[config.mk]
export PLATFORM = sky130hd
export DESIGN_NAME = rf215_lvds_tx
export DESIGN_NICKNAME = d
export VERILOG_FILES = /design/src/rtl/rf215_lvds_tx.sv
export SDC_FILE = /design/constraint.sdc
export NUM_CORES = 1
export LEC_CHECK = 0
export ABC_AREA = 1
export BUFFER_PORTS_ARGS = -buffer_cell sky130_fd_sc_hd__buf_2
export CAP_MARGIN = 20
export CORE_ASPECT_RATIO = 0.7
export CORE_MARGIN = 8
export CORE_UTILIZATION = 35
export CTS_CLUSTER_SIZE = 25
export DETAILED_ROUTE_END_ITERATION = 8
export PLACE_DENSITY_LB_ADDON = 0.3
export SETUP_SLACK_MARGIN = 0.2
export SLEW_MARGIN = 20
export SYNTH_ARGS = -nofsm -noshare
export SYNTH_HDL_FRONTEND = slang
export SYNTH_SLANG_ARGS = --single-unit
export TNS_END_PERCENT = 20
[constraint.sdc]
create_clock -name txclk -period 4.5 [get_ports txclk]
set_clock_uncertainty 0.2 [all_clocks]
set_input_delay 0.225 -clock txclk [delete_from_list [all_inputs] [get_ports txclk]]
set_output_delay 0.225 -clock txclk [all_outputs]
set_load 0.01 [all_outputs]
[src/rtl/rf215_lvds_tx.sv]
// rf215_lvds_tx: frames 14-bit I/Q pairs into 32-bit AT86RF215 LVDS words and shifts them out two bits per txclk.
module rf215_lvds_tx #(
  parameter int WORD_BITS  = 32,
  parameter int ZERO_WORDS = 2,
  parameter int CNT_W      = 16
) (
  input  logic             txclk,
  input  logic             rst_n,
  input  logic             tx_en,
  input  logic             s_valid,
  output logic             s_ready,
  input  logic [13:0]      s_i,
  input  logic [13:0]      s_q,
  output logic [1:0]       bit_pair,
  output logic             word_start,
  output logic             tx_active,
  output logic             underrun,
  output logic [CNT_W-1:0] underrun_cnt
);
  localparam int CW = $clog2(WORD_BITS / 2);
  typedef enum logic [1:0] {IDLE, PREAMBLE, STREAM} state_t;
  state_t               r_state, w_next_state;
  logic [WORD_BITS-1:0] r_shift;
  logic [CW-1:0]        r_bit_cnt;
  logic                 r_hold_valid;
  logic [13:0]          r_hold_i, r_hold_q;
  logic [7:0]           r_pre_cnt, w_next_pre;
  logic                 r_word_start, r_tx_active, r_underrun;
  logic [CNT_W-1:0]     r_underrun_cnt;
  logic                 w_boundary, w_accept, w_load_data, w_underrun, w_drop;
  assign w_boundary   = r_bit_cnt == CW'(WORD_BITS / 2 - 1);
  assign w_accept     = s_valid && !r_hold_valid;
  assign w_load_data  = w_boundary && r_state == STREAM && tx_en && r_hold_valid;
  assign w_underrun   = w_boundary && r_state == STREAM && tx_en && !r_hold_valid;
  // a sample held when streaming stops (or offered while idle) is never sent
  assign w_drop       = w_boundary && (r_state == IDLE || (r_state == STREAM && !tx_en));
  assign s_ready      = !r_hold_valid;
  assign bit_pair     = r_shift[WORD_BITS-1 -: 2];
  assign word_start   = r_word_start;
  assign tx_active    = r_tx_active;
  assign underrun     = r_underrun;
  assign underrun_cnt = r_underrun_cnt;
  always_comb begin
    w_next_state = r_state;
    w_next_pre   = r_pre_cnt;
    if (w_boundary) begin
      case (r_state)
        IDLE: if (tx_en) begin
          w_next_state = ZERO_WORDS <= 1 ? STREAM : PREAMBLE;
          w_next_pre   = 8'd1;
        end
        PREAMBLE: if (!tx_en) w_next_state = IDLE;
        else begin
          w_next_pre   = r_pre_cnt + 8'd1;
          w_next_state = int'(r_pre_cnt) + 1 >= ZERO_WORDS ? STREAM : PREAMBLE;
        end
        STREAM: if (!tx_en) w_next_state = IDLE;
        default: w_next_state = IDLE;
      endcase
    end
  end
  always_ff @(posedge txclk) begin
    if (!rst_n) begin
      r_state        <= IDLE;
      r_shift        <= '0;
      r_bit_cnt      <= '0;
      r_hold_valid   <= 1'b0;
      r_pre_cnt      <= '0;
      r_word_start   <= 1'b0;
      r_tx_active    <= 1'b0;
      r_underrun     <= 1'b0;
      r_underrun_cnt <= '0;
    end else begin
      r_bit_cnt    <= w_boundary ? '0 : r_bit_cnt + 1'b1;
      r_shift      <= w_boundary ? (w_load_data ? WORD_BITS'({2'b10, r_hold_i, 2'b01, r_hold_q}) : '0)
                                 : r_shift << 2;
      r_word_start <= w_boundary;
      r_underrun   <= w_underrun;
      if (w_underrun && !(&r_underrun_cnt)) r_underrun_cnt <= r_underrun_cnt + 1'b1;
      r_hold_valid <= (w_load_data || w_drop) ? 1'b0 : (w_accept ? 1'b1 : r_hold_valid);
      if (w_accept) begin
        r_hold_i <= s_i;
        r_hold_q <= s_q;
      end
      r_state     <= w_next_state;
      r_pre_cnt   <= w_next_pre;
      r_tx_active <= w_next_state != IDLE;
    end
  end
endmodule

==> impl_metrics.env <==
export IMPL_status="complete, no violations"
export IMPL_rsz0062_at_grt="false"
export IMPL_dieArea_um2=14060
export IMPL_pwr_share_clk_pct=44.0
export IMPL_p_seq_share_pct=52.6
export IMPL_critPathKind="reg2reg"
export IMPL_ys_warn_count=0
export IMPL_ant_nets=0
export IMPL_period_share_pct=48.66
export IMPL_coreArea_um2=10280
export IMPL_die_h_um=101.6
export IMPL_drt_pass1_iter_count=5
export IMPL_grt_max_degree=30
export IMPL_slew_headroom_pct=43.46
export IMPL_cap_violations=0
export IMPL_worstSetupEndpointType="register"
export IMPL_clk_pin_slew_ns=0.06
export IMPL_worstPathMaxFanout=29
export IMPL_finish_instance_area_um2=4579
export IMPL_leakagePower_nw=1.775
export IMPL_n_fill_cell=941
export IMPL_multi_input_comb_area_um2=1260
export IMPL_wl_per_cell_um=13.48
export IMPL_root_buffer="clkbuf_16"
export IMPL_numCtsBuffers=9
export IMPL_syn_nets=405
export IMPL_clock_latency_ns=0.34
export IMPL_grt_pass1_wl_mm=13.21
export IMPL_yosysUniqueCellTypes=34
export IMPL_p_total_mw=1.697
export IMPL_grt_usage_pct=11.70
export IMPL_vias=2748
export IMPL_dp_cells=540
export IMPL_slew_violations=0
export IMPL_wl_mm=7.873
export IMPL_post_cts_resized=0
export IMPL_start_util_pct=35.67
export IMPL_internal_power_mw=1.349
export IMPL_grt_overflow_total=0
export IMPL_globalplace_congestion=0.8074
export IMPL_synth_cells=369
export IMPL_drc=0
export IMPL_synth_seq_cells=94
export IMPL_fin_cells=584
export IMPL_ir_drop_v=0.0002268
export IMPL_antenna_found_initial=0
export IMPL_vias_per_cell=4.705
export IMPL_io_buffers=53
export IMPL_io_pins=54
export IMPL_synth_sequential_area_ratio_pct=58.98
export IMPL_mostFrequentLayoutCells="68 x nand2_1, 66 x dfxtp_1, 53 x buf_2, 37 x inv_1, 37 x nor2_1"
export IMPL_cts_htree_levels=3
export IMPL_diodes=0
export IMPL_place_area_um2=4006
export IMPL_dp_hpwl_mm=5.294
export IMPL_clock_fmax_mhz=456.7
export IMPL_power_switching_fraction_pct=20.52
export IMPL_hold_viol=0
export IMPL_cts_tree="yes"
export IMPL_crit_required_ns=4.57
export IMPL_p_per_area_nw_per_um2=370.5
export IMPL_syn_area_per_cell_um2=9.935
export IMPL_power_switching_mw=0.3482
export IMPL_ctsLongestPathBuffers=2
export IMPL_register_area_um2=2162
export IMPL_p_comb_share_pct=3.5
export IMPL_startpoint_type="register"
export IMPL_rows=31
export IMPL_setup_tns_ns=0
export IMPL_drt_iter0_markers=216
export IMPL_grt_pass1_vias=2666
export IMPL_layout_commonest_cell="nand2_1"
export IMPL_holdWs_ns=0.06181
export IMPL_hold_path_class="in2reg"
export IMPL_period_minus_slack_ns=2.190
export IMPL_clock_sinks=94
export IMPL_drive_above_1_share_pct=19.47
export IMPL_cp_arrival_ns=2.26
export IMPL_setup_viol=0
export IMPL_finalNetCount=483
export IMPL_syn2layout_area_growth_pct=24.91
export IMPL_syn_area_um2=3666
export IMPL_die_w_um=138.3
export IMPL_tightest_slew_ns=0.8472
logic make-up (layout without fill, tap and decap cells):
logic type / count (synthesis) / in the layout / share of synthesized area [%]
adder cells (fa/ha/maj): 4 / 4 / 1.365
XOR/XNOR: 6 / 6 / 1.433
flip-flops: 94 / 94 / 58.98
buffers and inverters: 54 / 137 / 6.723
AND/OR/NAND/NOR: 148 / 148 / 18.74
AO/OA/AOI/OAI: 63 / 63 / 12.77
critical path: stages (launching register included):
cell	delay, ns
dfxtp_1	0.32
ha_1	0.24
nand3_4	0.15
nand2_1	0.17
inv_1	0.69
o21ai_0	0.19
a21oi_1	0.16
cell type report:
| cell class | instances | share of cell area (%) |
|---|---|---|
| Timing Repair Buffer | 82 | 12.08 |
| Sequential cell | 94 | 47.21 |
| Tap cell | 132 | 3.607 |
| Multi-Input combinational cell | 221 | 27.51 |
| Clock inverter | 5 | 1.311 |
| Inverter | 39 | 3.197 |
| Clock buffer | 11 | 5.082 |
timing repair:
item	4_1_cts	5_1_grt
hold buffers	28	0
setup endpoints to repair	0	0
buffers inserted	0	0
hold endpoints to repair	28	0
per-stage QoR:
| stage | util [%] | worst slack, ns |
|---|---|---|
| 2_1_floorplan | - | 2.058 |
| 3_3_place_gp | 38.98 | 2.158 |
| 3_5_place_dp | 38.98 | 2.094 |
| 4_1_cts | 44.55 | 2.296 |
| 5_1_grt | 44.55 | 2.093 |
| 6_report | 44.55 | 2.310 |
cell usage after synthesis, drive strengths merged:
cell    count  area (µm²)
nand2      70       272.8
dfxtp      66        1321
nor2       44       200.2
inv        39       146.4
edfxtp     28       840.8
a32o       26       260.3
a21oi      22       117.6
nand3      15       87.59
buf        13       92.58
nor3       12       80.08
o21ai      12       67.57
ha          4       50.05
nand4       4       25.02
xor2        4       35.03
clkbuf      2       7.510
nand3b      2       15.01
xnor2       2       17.52
a211oi      1       7.510
a32oi       1       8.760
and2        1       6.260
o22ai       1       6.260
flip-flops by register name, indices dropped and copies added (netlist names):
register,cells
r_hold_valid,1
r_pre_cnt,8
tx_active,1
r_state,2
underrun,1
r_bit_cnt,4
underrun_cnt,16
r_hold_i,14
r_shift,32
r_hold_q,14
word_start,1
power by group through the flow:
stage          registers (mW)  clock network [mW]  logic [mW]
2_1_floorplan           0.909                   0      0.0219
3_3_place_gp            0.911                   0      0.0388
3_5_place_dp            0.911                   0      0.0400
4_1_cts                 0.892               0.764      0.0588
5_1_grt                 0.893               0.796      0.0656
6_report                0.892               0.746      0.0589
per-layer routing:
metal  wire (µm)  up-vias  share of wire (%)  track usage, %
met5           0        -                  0               0
met4          99        0                1.3           3.993
met3         389       10                4.9           3.841
met2        3565       62                 45           18.04
met1        3819     1264                 49           15.14
li1            -     1412                  -               -
path summary, 6_finish.rpt:
check,end,startpoint,cells past startpoint,slack [ns]
hold reg to reg,r_shift[15],r_shift[13],2,0.22
hold / removal,r_hold_valid,s_valid,3,0.06
setup reg to reg,r_bit_cnt[3],r_bit_cnt[0],6,2.31
setup / recovery,r_bit_cnt[3],r_bit_cnt[0],6,2.31
Power figures use the tool's default switching activity.
